===== src/rtl/ps2_msg_tx_ctrl.sv =====
// ps2_msg_tx_ctrl: builds a fixed-length keyboard message from ASCII
// keystrokes, then hands it to the GPIO link and waits for completion.
//
// Handshake with the link: data_ready is high only in SEND. While it is high,
// message_out and msg_len do not change. The link raises link_done (a level)
// when the transfer is complete. The controller then clears the buffer and
// waits in RELEASE until link_done falls, so that a done held high cannot
// start a second transfer.
module ps2_msg_tx_ctrl #(
  parameter int          MAX_CHARS      = 16,
  parameter logic [7:0]  DEL_CODE       = 8'd127,
  parameter int          TIMEOUT_CYCLES = 1024
) (
  input  logic                             clock,
  input  logic                             reset,
  input  logic                             char_valid,
  input  logic [7:0]                       char_ascii,
  input  logic                             send_req,
  input  logic                             link_done,
  output logic                             data_ready,
  output logic [8*MAX_CHARS-1:0]           message_out,
  output logic [$clog2(MAX_CHARS+1)-1:0]   msg_len,
  output logic [1:0]                       fsm_state,
  output logic                             char_drop,
  output logic                             send_ok,
  output logic                             send_timeout
);

  localparam int LW = $clog2(MAX_CHARS + 1);
  localparam int CW = (TIMEOUT_CYCLES > 1) ? $clog2(TIMEOUT_CYCLES) : 1;
  localparam logic [LW-1:0] FULL = LW'(MAX_CHARS);
  localparam logic [CW-1:0] LAST = CW'(TIMEOUT_CYCLES - 1);

  typedef enum logic [1:0] {
    COLLECT = 2'b00,
    SEND    = 2'b01,
    RELEASE = 2'b10,
    UNUSED  = 2'b11
  } state_t;

  state_t          state_q, state_d;
  logic [7:0]      buf_q [MAX_CHARS];
  logic [7:0]      buf_d [MAX_CHARS];
  logic [LW-1:0]   len_q, len_d;
  logic [CW-1:0]   cnt_q, cnt_d;
  logic            drop_d, ok_d, to_d, ready_d;
  logic [LW-1:0]   len_m1;

  assign len_m1 = len_q - LW'(1);

  // Next-state, buffer edits and pulse outputs for the coming cycle.
  always_comb begin
    state_d = state_q;
    buf_d   = buf_q;
    len_d   = len_q;
    cnt_d   = cnt_q;
    drop_d  = 1'b0;
    ok_d    = 1'b0;
    to_d    = 1'b0;
    case (state_q)
      COLLECT: begin
        if (char_valid) begin
          if (char_ascii == DEL_CODE) begin
            // DEL on an empty buffer does nothing and is not a drop.
            if (len_q != '0) begin
              for (int i = 0; i < MAX_CHARS; i++)
                if (LW'(i) == len_m1) buf_d[i] = 8'h00;
              len_d = len_m1;
            end
          end else if (len_q != FULL) begin
            for (int i = 0; i < MAX_CHARS; i++)
              if (LW'(i) == len_q) buf_d[i] = char_ascii;
            len_d = len_q + LW'(1);
          end else begin
            drop_d = 1'b1;
          end
        end
        // The same-cycle char counts, so test the updated length.
        if (send_req && (len_d != '0)) begin
          state_d = SEND;
          cnt_d   = '0;
        end
      end
      SEND: begin
        drop_d = char_valid;
        if (link_done) begin
          for (int i = 0; i < MAX_CHARS; i++) buf_d[i] = 8'h00;
          len_d   = '0;
          ok_d    = 1'b1;
          state_d = RELEASE;
        end else if ((TIMEOUT_CYCLES != 0) && (cnt_q == LAST)) begin
          to_d    = 1'b1;
          state_d = COLLECT;
        end else begin
          cnt_d = cnt_q + CW'(1);
        end
      end
      RELEASE: begin
        drop_d = char_valid;
        if (!link_done) state_d = COLLECT;
      end
      default: state_d = COLLECT;
    endcase
    ready_d = (state_d == SEND);
  end

  // State, buffer and registered outputs; reset clears everything.
  always_ff @(posedge clock) begin
    if (reset) begin
      state_q      <= COLLECT;
      buf_q        <= '{default: 8'h00};
      len_q        <= '0;
      cnt_q        <= '0;
      data_ready   <= 1'b0;
      char_drop    <= 1'b0;
      send_ok      <= 1'b0;
      send_timeout <= 1'b0;
    end else begin
      state_q      <= state_d;
      buf_q        <= buf_d;
      len_q        <= len_d;
      cnt_q        <= cnt_d;
      data_ready   <= ready_d;
      char_drop    <= drop_d;
      send_ok      <= ok_d;
      send_timeout <= to_d;
    end
  end

  // Slot 0 (first char) sits in the most significant byte.
  for (genvar g = 0; g < MAX_CHARS; g++) begin : g_pack
    assign message_out[8*(MAX_CHARS-g)-1 -: 8] = buf_q[g];
  end

  assign msg_len   = len_q;
  assign fsm_state = state_q;

endmodule


===== config.mk =====
export PLATFORM = sky130hd
export DESIGN_NAME = ps2_msg_tx_ctrl
export DESIGN_NICKNAME = d
export VERILOG_FILES = /design/src/rtl/ps2_msg_tx_ctrl.sv
export SDC_FILE = /design/constraint.sdc
export NUM_CORES = 1
export LEC_CHECK = 0
export ABC_AREA = 0
export CAP_MARGIN = 0
export CELL_PAD_IN_SITES_DETAIL_PLACEMENT = 1
export CELL_PAD_IN_SITES_GLOBAL_PLACEMENT = 2
export CORE_AREA = 2 2 118 178
export DETAILED_ROUTE_END_ITERATION = 12
export DIE_AREA = 0 0 120 180
export HOLD_SLACK_MARGIN = 0.05
export PLACE_DENSITY = 0.95
export REMOVE_ABC_BUFFERS = 1
export SETUP_SLACK_MARGIN = 0.15
export SYNTH_ARGS = -nofsm -noshare
export SYNTH_HDL_FRONTEND = slang
export SYNTH_SLANG_ARGS = --single-unit

===== constraint.sdc =====
create_clock -name clock -period 4 [get_ports clock]
set_input_delay 0.4 -clock clock [delete_from_list [all_inputs] [get_ports clock]]
set_output_delay 0.4 -clock clock [all_outputs]
set_load 0.02 [all_outputs]

# Yosys cells after proc, flatten, opt, wreduce, memory -nomap -nowiden

Cells that the tools add are included.

$add $sub $neg: 3
Multiply operators: 0
Div/mod/pow operators: 0
Order comparisons: 0
Eq/ne operators: 75
Shift operators: 0
Muxes and demuxes: 60
Bitwise gates (word level): 1
Reduce and logical (&&, ||, !) cells: 28

Operator list:

| kind                    | number |
|---|---|
| $mux W128               | 5 |
| $mux W8                 | 32 |
| $pmux W128 S2           | 1 |
| $reduce_and A7 Y1       | 16 |
| $ne A3 B3 Y1 const B    | 34 |
| $eq A4 B5 Y1 const A    | 16 |
| $eq A3 B5 Y1 const A    | 8 |
| $mux W10                | 3 |
| $mux W5                 | 6 |
| $eq A2 B5 Y1 const A    | 4 |
| $pmux W10 S2            | 1 |
| $add A10 B1 Y10 const B | 1 |
| $eq A1 B5 Y1 const A    | 2 |
| $eq A10 B10 Y1 const B  | 1 |
| $logic_not A5 Y1        | 2 |
| $ne A2 B2 Y1 const B    | 5 |
| $pmux W5 S2             | 1 |
| $reduce_bool A5 Y1      | 2 |
| $eq A8 B7 Y1 const B    | 1 |
| $mux W2                 | 4 |
| $pmux W2 S3             | 1 |
| $add A5 B1 Y5 const B   | 1 |
| $mux W1                 | 5 |
| $ne A5 B5 Y1 const B    | 1 |
| other kinds (12)        | 14 |

Register bits after elaboration: 149
Latch bits: 0
Bits in writable memories: 0
Memory bits (read-only): 0
Bits of input ports: 13
Output and inout bits: 139
Word-level logic and storage cells: 190
Memories kept: 0

# Longest topological paths before layout

Gate-level depths: netlist (run 1).

Depth in word-level cells: 10
Depth in mapped cells: 12

# Worst setup path after synthesis (run 1)

OpenSTA, ideal clock, no wires.

Kind: register -> register
From: reg len_q[0] (netlist: msg_len[0])
To: reg cnt_q[2]
Setup time: 70 ps
Data arrival time: 2543 ps
Required time: 3930 ps
Setup slack: 1387 ps
Stages on the path, launching flop included: 11
Path buffers: 1
Clock period less this slack: 2613 ps
Path through: dfxtp_1 -> inv_1 -> ha_1 -> nor4b_4 -> or3_1 -> o22ai_1 -> o32a_2 -> o211ai_4 -> buf_6 -> or3_1 -> a21oi_1

Word-level cells in the longest chain between the ends: 9
Elaborated cells between the ends (all ways): 13
Those cells by class: add/sub (2); eq/ne (2); mux (5); reduce/logical (4)

Ends and longest elaborated chain:

| element                               | RTL line | text |
|---|---|---|
| from (decl)                           | 44       | `logic [LW-1:0] len_q, len_d;` |
| from (signal assigned)                | 121      | `len_q <= len_d;` |
| $add A5 B1 Y5 (tied with other cells) | 73       | `len_d = len_q + LW'(1);` |
| $mux W5, on equally long branches     | 70, 65   |  |
| $mux W5                               | 63       | `if (char_ascii == DEL_CODE) begin` |
| $mux W5 *                             | 62       | `if (char_valid) begin` |
| $mux W5 *                             | 60       | `case (state_q)` |
| $reduce_bool A5 Y1 *                  | 79       | `if (send_req && (len_d != '0)) begin` |
| $logic_and A1 B1 Y1 *                 | 79       |  |
| $ne A2 B2 Y1 (no line) *              | --       |  |
| $reduce_and A4 Y1 (no line) *         | --       |  |
| to (signal assigned)                  | 122      | `cnt_q <= cnt_d;` |
| to (decl)                             | 45       | `logic [CW-1:0] cnt_q, cnt_d;` |

Mark *: on every way between the ends. The rest lies on a longest branch, timed or not. The select of a mux whose other input is x is not followed.
A chain may end at the register's enable or synchronous reset.

# Final worst setup path (run 1)

From: reg len_q[1] (netlist: msg_len[1])
To: reg buf_q, in the netlist message_out[39]

Word-level cells in the longest chain between the ends: 4
Elaborated cells between the ends (all ways): 10
Those cells by class: add/sub (1); eq/ne (7); reduce/logical (2)

Ends and longest elaborated chain:

| element                       | RTL line | text |
|---|---|---|
| $sub A5 B1 Y5                 | 49       | `assign len_m1 = len_q - LW'(1);` |
| $eq A4 B5 Y1                  | 67       | `if (LW'(i) == len_m1) buf_d[i] = 8'h00;` |
| $ne A3 B3 Y1 (no line)        | --       |  |
| $reduce_and A7 Y1 (no line) * | --       |  |
| to (signal assigned)          | 120      | `buf_q <= buf_d;` |
| to (decl)                     | 42       | `logic [7:0] buf_q [MAX_CHARS];` |

Mark *: on every way between the ends. The rest lies on a longest branch, timed or not.

==> impl_metrics.json, run 1 <==
{
  "met2RoutedLength_mm": 10.8,
  "layout_min_cycle_time_ns": 2.97,
  "cap_viol_max_count": 0,
  "rows": 64,
  "cts.clk_slew.worst_paths_ns": 0.06,
  "post_synth.cell_area_avg_um2": 9.55,
  "fin_crit_sh": 0.743,
  "min-delay-path-class": "reg -> reg",
  "hold_path_depth": 2,
  "post-synth-top-area-cell": "dfxtp_1",
  "yosys.area_share.adder": 0.0230,
  "synth-seq-cells": 149,
  "crit_path_start_kind": "flip-flop",
  "hold_buffer_count_at_cts": 0,
  "gr-total-overflow": 0,
  "grt_setup_unrepaired": "false",
  "yosysSeqAreaShare": 0.458,
  "final-hold-violation-count": 0,
  "grt_max_degree": 99,
  "critPathArrivalTime_ns": 3.23,
  "critical_path_required_ns": 4.26,
  "cts_tree": "built",
  "cp-end-kind": "flip-flop",
  "dp.final_hpwl_mm": 13.7,
  "synth-edff-count": 0,
  "fp.coreArea_um2": 20100,
  "yosysTopAreaCellShare": 0.458,
  "antenna_cells_inserted": 0,
  "wirelength_met1_mm": 7.89,
  "place.port_buffers": 151,
  "global_route.usage.total": 0.188,
  "post-place-cells": 1041,
  "regArea_um2": 2980,
  "design.die.area_um2": 21600,
  "drt.antenna.violating_nets": 0,
  "multiInputGateArea_um2": 3240,
  "fill_cells": 2258,
  "route.detailed.drc": 0,
  "placed_cell_area_um2": 8120,
  "yosys_warnings": 0,
  "drt-total-wl_mm": 19.9,
  "worst_slew_pin_slew_ns": 1.10,
  "ys.flop_type": "dfxtp_1",
  "synth-xor-area-share": 0.00672,
  "layoutNonFillerInstCount": 1073,
  "floorplan.initialDensity": 0.324,
  "dp_worst_setup_slack_ns": 0.961,
  "cts_post_setup_buffers_inserted": 0,
  "synth-compound-area-share": 0.0960,
  "synth.cell_area_um2": 6520,
  "clockRootBuffer": "clkbuf_16",
  "critical_path.max_fanout": 16,
  "clock_skew_ns": 0.0142,
  "post_route_cell_area_um2": 8730,
  "dominant_combinational_cell_family_by_area_after_synthesis": "multiplexers",
  "route.vias.total": 5316,
  "topRoutingLayerUsed": "met4",
  "async_reset_ff_frac": 0,
  "final_nets": 821,
  "first_global_vias": 5516,
  "status": "finished clean",
  "report.final.setup_viol": 0,
  "i_o_pins": 152,
  "clk_path_buf_depth": 2,
  "power_leakage_nw": 3.88,
  "slew-limit-headroom": 0.269,
  "number_of_buffers_created_by_cts": 17,
  "reg2regPathDepth": 9,
  "postSynthCellCount": 682,
  "muxShareOfSynthArea": 0.198,
  "ctsResizeCount": 0,
  "setup_slack_ns": 1.03,
  "pwr_density_cell_nw_per_um2": 694,
  "insertion_delay_ns": 0.42,
  "post_route_cells_drive_above_1_share": 0.0692,
  "cts.htree.levels": 4,
  "die_h_um": 180,
  "cts_sinks": 149,
  "finalMaxSlewViolations": 0,
  "detail_route.first_pass.iterations": 4,
  "synth_cell_types": 64,
  "flow.area_growth_from_synthesis_pct": 33.9,
  "setup_total_negative_slack_ns": 0,
  "dr.first_iter.drc_count": 188,
  "avgRoutedWirePerCell_um": 18.5,
  "place_congestion": 0.808,
  "grt_antenna_before_repair": 0,
  "vias_per_cell": 4.95,
  "horizontal_die_dimension_um": 120,
  "setup.worst_path.class": "reg -> reg",
  "synthSimpleGateAreaFrac": 0.172,
  "ys_top_cells_by_area": "dfxtp_1, mux2i_1, nor2_1",
  "vdd_ir_drop_max_mv": 0.376,
  "clock.fmax_mhz": 336,
  "grt_pass1_wl_mm": 31.5,
  "routed_met3_length_um": 749
}
-- logic make-up after synthesis --
logic type,after synthesis
simple gates,234
xor+xnor,5
flops,149
mux,129
fa+ha+maj,12
buf+inv,68
compound gates,85
-- final timing paths --
| path | start | end | slack [ns] |
|---|---|---|---|
| max reg2reg | msg_len[1]$_SDFFE_PP0P_ | message_out[39]$_SDFFE_PP0P_ | 1.03 |
| max | msg_len[1]$_SDFFE_PP0P_ | message_out[39]$_SDFFE_PP0P_ | 1.03 |
| min reg2reg | cnt_q[9]$_SDFFE_PP0P_ | cnt_q[9]$_SDFFE_PP0P_ | 0.48 |
| min | cnt_q[9]$_SDFFE_PP0P_ | cnt_q[9]$_SDFFE_PP0P_ | 0.48 |
-- cell usage after synthesis, drive strengths merged (5+ instances only) --
cell type	count
mux2i	129
buf	22
nand3	11
nand2	17
clkbuf	39
inv	7
o21ai	19
nor3b	6
a21o	14
or3	9
and2	9
dfxtp	149
ha	12
nand2b	7
nor2b	5
nand4	7
a21oi	17
a32oi	12
nor2	145
-- critical path: stages, from the launching register on --
cell and delay [ns]:
dfxtp_1 0.32, inv_1 0.11, ha_1 0.38, nor4b_4 0.38, nand3_2 0.18, nand3_1 0.14, a21o_1 0.51, a21o_1 0.44
mux2i_1 0.27, nor2_1 0.08
-- stage by stage --
step / util / power [mW] / hold slack [ns]
after floorplan: - / 3.48 / 0.452
after global routing: 0.434 / 6.39 / 0.524
after global placement: 0.404 / 4.42 / 0.466
final: 0.434 / 6.05 / 0.484
after detailed placement: 0.404 / 4.46 / 0.478
after CTS: 0.434 / 6.13 / 0.488
-- metal layers --
layer  global-route usage  vias up
met3               0.0482       23
met2                0.343       96
met1                0.206     2627
met4               0.0659        0
met5                    0        -
li1                     -     2570
-- report_power, final --
group | switching (mW) | leakage [nW] | total [mW] | internal (mW)
Sequential | 0.167 | 1.21 | 1.92 | 1.75
Combinational | 1.44 | 2.38 | 2.50 | 1.06
Clock | 0.681 | 0.293 | 1.64 | 0.957
Total | 2.28 | 3.88 | 6.05 | 3.77
-- state kept, by name, summed over array words and instances, names as in the netlist --
| signal | count |
|---|---|
| cnt_q | 10 |
| data_ready | 1 |
| send_timeout | 1 |
| char_drop | 1 |
| send_ok | 1 |
| message_out | 128 |
| msg_len | 5 |
| fsm_state | 2 |
-- final cells by class --
cell class	instances	share of cell area
Multi-Input combinational cell	465	0.371
Clock inverter	13	0.0184
Clock buffer	19	0.0508
Timing Repair Buffer	156	0.177
Sequential cell	149	0.342
Inverter	7	0.00301
Tap cell	264	0.0379
-- cells in the final DEF, fill, tap and decap left out, drive strengths merged, types with 2 or more instances in the layout --
cell and n:
clkdlybuf4s50 150, nand2 17, o21ai 19, dfxtp 149, nor3 3, nor2b 5, nand4 7, buf 6
nor3b 6, nand2b 7, and2 9, nor2 145, xnor2 3, and4 3, nand3 11, bufinv 2
or3 9, a32oi 12, clkbuf 19, o21a 2, or2 3, a31o 3, a21o 14, clkinv 3
inv 14, mux2i 129, a21oi 17, a31oi 2, ha 12, o211ai 2, xor2 2
No activity file was read; power rests on OpenSTA's default activity.
==> inputs of run 2 (changes only) <==
- CORE_AREA: 2 2 118 178 -> 2 2 130 196
- DIE_AREA: 0 0 120 180 -> 0 0 132 198
- PLACE_DENSITY: 0.95 -> 0.85
- clock period: 4 -> 2.57 ns (I/O delays scaled with it)
==> impl_metrics.json, run 2 (same netlist as run 1, synthesis figures left out) <==
{
  "first_global_vias": 5851,
  "critical_path_required_ns": 2.93,
  "route.vias.total": 5553,
  "pwr-share-seq": 0.294,
  "final_nets": 864,
  "clock_skew_ns": 0.0102,
  "cap_viol_max_count": 0,
  "power_leakage_nw": 4.21,
  "final.hold.worst_slack_ns": 0.300,
  "crit_path_start_kind": "flip-flop",
  "critPathArrivalTime_ns": 2.77,
  "setup_slack_ns": 0.158,
  "drt-total-wl_mm": 21.1,
  "grt_setup_unrepaired": "true",
  "insertion_delay_ns": 0.42,
  "clock.fmax_mhz": 415,
  "route.detailed.drc": 0,
  "layout.cells.most_common_list": "clkdlybuf4s50_1, dfxtp_1, nor2_1",
  "switching_share": 0.365,
  "avgRoutedWirePerCell_um": 17.9,
  "i_o_pins": 152,
  "finalMaxSlewViolations": 0,
  "slew-limit-headroom": 0.636,
  "clockRootBuffer": "clkbuf_16",
  "cts.clk_slew.worst_paths_ns": 0.06,
  "floorplan.initialDensity": 0.265,
  "rows": 71,
  "number_of_buffers_created_by_cts": 17,
  "pwr_density_cell_nw_per_um2": 1060,
  "dp_worst_setup_slack_ns": -0.167,
  "grt_pass1_wl_mm": 33.0,
  "regArea_um2": 2990,
  "dr.first_iter.drc_count": 175,
  "power.share.combinational": 0.448,
  "vdd_ir_drop_max_mv": 0.554,
  "antenna_cells_inserted": 0,
  "cts.htree.levels": 4,
  "die_h_um": 198,
  "design.die.area_um2": 26100,
  "cts_sinks": 149,
  "drt.antenna.violating_nets": 0,
  "setup_total_negative_slack_ns": 0,
  "worst_slew_pin_slew_ns": 0.545,
  "grt_max_degree": 48,
  "report.final.setup_viol": 0,
  "place_congestion": 0.841,
  "post_route_cells_drive_above_1_share": 0.159,
  "gr-total-overflow": 0,
  "total_switching_power_mw": 3.71,
  "place.port_buffers": 151,
  "fin_crit_sh": 0.939,
  "final-hold-violation-count": 0,
  "grt_antenna_before_repair": 0,
  "multiInputGateArea_um2": 3490,
  "cp-end-kind": "flip-flop",
  "fill_cells": 2766,
  "global_route.usage.total": 0.163,
  "min-delay-path-class": "in -> reg",
  "hold_buffer_count_at_cts": 0,
  "fp.coreArea_um2": 24600,
  "flow.area_growth_from_synthesis_pct": 46.7,
  "cts_tree": "built",
  "clk_path_buf_depth": 2,
  "layout_min_cycle_time_ns": 2.41,
  "largest_register_ffs": 128,
  "finalCoreUtilization": 0.389,
  "share_clk_of_total_power": 0.258,
  "setup.worst_path.class": "reg -> reg",
  "status": "finished clean",
  "vias_per_cell": 4.71,
  "critical_path.max_fanout": 5,
  "detail_route.first_pass.iterations": 4,
  "leading_cell_type_in_the_layout_fill_and_taps_excluded": "clkdlybuf4s50_1",
  "horizontal_die_dimension_um": 132,
  "dp.final_hpwl_mm": 14.8,
  "cellInternalPower_mw": 6.44
}
## run 2: layer usage
| metal | share of wire | GRT usage | wire length (µm) |
|---|---|---|---|
| met5 | 0 | 0 | 0 |
| met4 | 0.027 | 0.0628 | 565 |
| met3 | 0.041 | 0.0399 | 868 |
| met2 | 0.54 | 0.306 | 11300 |
| met1 | 0.40 | 0.173 | 8350 |
## run 2: power by group through the flow
stage                     clock, mW  sequential, mW  combinational, mW
after global routing           2.79            3.03               4.89
after CTS                      2.70            2.98               4.48
after floorplan                   0            3.49               1.92
after global placement            0            3.01               4.25
after detailed placement          0            3.02               4.29
final                          2.62            2.99               4.55
## run 2: area by class of cell
cell class / instances / share of cell area
multi-input cells: 467 / 0.365
repair buffers: 197 / 0.212
well taps: 328 / 0.0429
clock inverters: 12 / 0.0187
inverters: 7 / 0.00327
flip-flops and latches: 149 / 0.313
clock buffers: 19 / 0.0453
## run 2: metrics by stage
| step | power [mW] | cells | area (µm²) |
|---|---|---|---|
| after floorplan | 5.41 | 621 | 6240 |
| after global placement | 7.26 | 1140 | 8630 |
| after detailed placement | 7.31 | 1140 | 8630 |
| after CTS | 10.2 | 1177 | 9390 |
| after global routing | 10.7 | 1179 | 9560 |
| final | 10.1 | 1179 | 9560 |
## run 2: critical path, stage by stage (launching register included)
cell	delay, ns
dfxtp_4	0.37
inv_4	0.08
ha_4	0.14
nor4b_4	0.31
nand3_2	0.20
and4_4	0.24
o2111ai_4	0.33
o211ai_4	0.13
or4_4	0.44
a21oi_2	0.12
## run 2: repair_timing
action                     in CTS  in global routing
gates cloned                    2                  0
hold endpoints to repair        0                  0
gates resized for setup        25                 33
pin swaps                       8                 22
setup endpoints to repair     130                110
setup buffers                   4                  2
## run 2: worst paths after layout
path,startpoint,endpoint,slack [ns],cells after the start
max reg2reg,msg_len[0]$_SDFFE_PP0P_,cnt_q[9]$_SDFFE_PP0P_,0.16,9
max,msg_len[0]$_SDFFE_PP0P_,cnt_q[9]$_SDFFE_PP0P_,0.16,9
min reg2reg,message_out[37]$_SDFFE_PP0P_,message_out[37]$_SDFFE_PP0P_,0.49,2
min,reset,send_ok$_SDFF_PP0_,0.30,2
==> inputs of run 3 (changes only) <==
- CELL_PAD_IN_SITES_GLOBAL_PLACEMENT: 2 -> 1
- CORE_AREA: 2 2 130 196 -> 2 2 117 175
- DIE_AREA: 0 0 132 198 -> 0 0 119 177
- PLACE_DENSITY: 0.85 -> 0.86
==> impl_metrics.json, run 3 (same netlist as run 1, synthesis figures left out) <==
{
  "post_route_cells_drive_above_1_share": 0.170,
  "fp.coreArea_um2": 19600,
  "fin_crit_sh": 0.968,
  "cp_slowest_cell": "dfxtp_4",
  "max_stage_delay_ns": 0.37,
  "clock.fmax_mhz": 402,
  "critPathArrivalTime_ns": 2.85,
  "vdd_ir_drop_max_mv": 0.589,
  "insertion_delay_ns": 0.42,
  "horizontal_die_dimension_um": 119,
  "setup.worst_path.class": "reg -> reg",
  "cts_tree": "built",
  "largest_register_ffs": 128,
  "grt_antenna_before_repair": 0,
  "flow.area_growth_from_synthesis_pct": 45.1,
  "cp_cell_sequence": "ha_4 > and3_4 > ha_4 > nand2_2 > a211oi_2 > a31oi_2 > o32a_4 > buf_6 > o21a_1 > a21o_1 > clkbuf_16 > a21oi_2",
  "design.die.area_um2": 21100,
  "cp-end-kind": "flip-flop",
  "finalCoreUtilization": 0.482,
  "leading_cell_type_in_the_layout_fill_and_taps_excluded": "clkdlybuf4s50_1",
  "slew-limit-headroom": 0.441,
  "dp.final_hpwl_mm": 14.8,
  "gr-total-overflow": 0,
  "i_o_pins": 152,
  "drt-total-wl_mm": 21.8,
  "cts_sinks": 149,
  "grt_max_degree": 87,
  "cp_most_frequent_cell": "ha_4",
  "crit_family": "compound AO/OA/AOI/OAI gates",
  "drt.antenna.violating_nets": 0,
  "grt_pass1_wl_mm": 32.5,
  "number_of_buffers_created_by_cts": 17,
  "route.vias.total": 5662,
  "pwr_density_cell_nw_per_um2": 1070,
  "vias_per_cell": 5.09,
  "report.final.setup_viol": 0,
  "first_global_vias": 5830,
  "detail_route.first_pass.iterations": 4,
  "min-delay-path-class": "in -> reg",
  "grt_setup_unrepaired": "true",
  "avgRoutedWirePerCell_um": 19.6,
  "clk_path_buf_depth": 2,
  "power_leakage_nw": 4.20,
  "floorplan.initialDensity": 0.332,
  "hold_buffer_count_at_cts": 0,
  "setup_slack_ns": 0.0813,
  "final-hold-violation-count": 0,
  "clock_skew_ns": 0.0105,
  "global_route.usage.total": 0.199,
  "cts.htree.levels": 4,
  "place_congestion": 0.848,
  "route.detailed.drc": 0,
  "dp_worst_setup_slack_ns": -0.225,
  "finalMaxSlewViolations": 0,
  "layout.cells.most_common_list": "clkdlybuf4s50_1, nor2_1, dfxtp_1",
  "final_nets": 865,
  "status": "finished clean",
  "critical_path_required_ns": 2.93,
  "die_h_um": 177,
  "timing.critical_path.buf_inv": 2,
  "rows": 63,
  "cap_viol_max_count": 0,
  "worst_slew_pin_slew_ns": 0.835,
  "cts.clk_slew.worst_paths_ns": 0.06,
  "clockRootBuffer": "clkbuf_16",
  "layout_min_cycle_time_ns": 2.49,
  "dr.first_iter.drc_count": 224,
  "antenna_cells_inserted": 0,
  "crit_path_start_kind": "flip-flop",
  "place.port_buffers": 151,
  "critical_path.max_fanout": 5
}
==> run 3: cell count changes in the layout (fill, tap and decap cells not counted), moves of 3 or more <==
| cell | delta |
|---|---|
| a21oi_1 | -4 |
| a21oi_2 | +3 |
| a31o_2 | +3 |
| a31o_4 | -3 |
| buf_4 | +5 |
==> run 3: where the power goes <==
group	internal, mW	total (mW)	switching (mW)
Sequential	2.73	2.99	0.260
Clock	1.56	2.58	1.02
Combinational	2.09	4.55	2.46
==> run 3: layout make-up <==
type	instances	area, µm²
Clock buffer	19	443
Tap cell	260	325
Sequential cell	149	3000
Fill cell	2169	10200
Clock inverter	13	171
Inverter	7	33.8
Timing Repair Buffer	200	2040
Multi-Input combinational cell	465	3450
==> run 3: final timing paths <==
check	startpoint	endpoint	slack, ns	cells past startpoint
worst max-delay path	msg_len[0]$_SDFFE_PP0P_	cnt_q[8]$_SDFFE_PP0P_	0.08	12
worst min-delay path	reset	send_ok$_SDFF_PP0_	0.32	2
worst max register to register	msg_len[0]$_SDFFE_PP0P_	cnt_q[8]$_SDFFE_PP0P_	0.08	12
worst min register to register	message_out[50]$_SDFFE_PP0P_	message_out[50]$_SDFFE_PP0P_	0.49	2
==> run 3: repair_timing <==
action | in CTS | in global routing
buffers inserted | 8 | 5
endpoints found under the setup margin | 139 | 122
pin swaps | 7 | 10
gates cloned | 0 | 1
resized for setup | 22 | 42
==> run 3: per-stage QoR <==
| stage | power (mW) | area, µm² | hold WS, ns | std cells | setup TNS, ns |
|---|---|---|---|---|---|
| after floorplan | 5.41 | 6240 | 0.326 | 621 | -0.347 |
| after global placement | 7.12 | 8460 | 0.466 | 1067 | -17.48 |
| after detailed placement | 7.25 | 8460 | 0.485 | 1067 | -21.44 |
| after CTS | 10.1 | 9210 | 0.323 | 1107 | 0 |
| after global routing | 10.6 | 9450 | 0.358 | 1113 | -0.0599 |
| final | 10.1 | 9450 | 0.319 | 1113 | 0 |
==> run 3: layer usage <==
layer / track usage / up-vias / wire length, µm
li1: - / 2660 / -
met1: 0.202 / 2830 / 8040
met2: 0.372 / 129 / 12100
met3: 0.0593 / 43 / 1020
met4: 0.0918 / 0 / 720
met5: 0 / - / 0
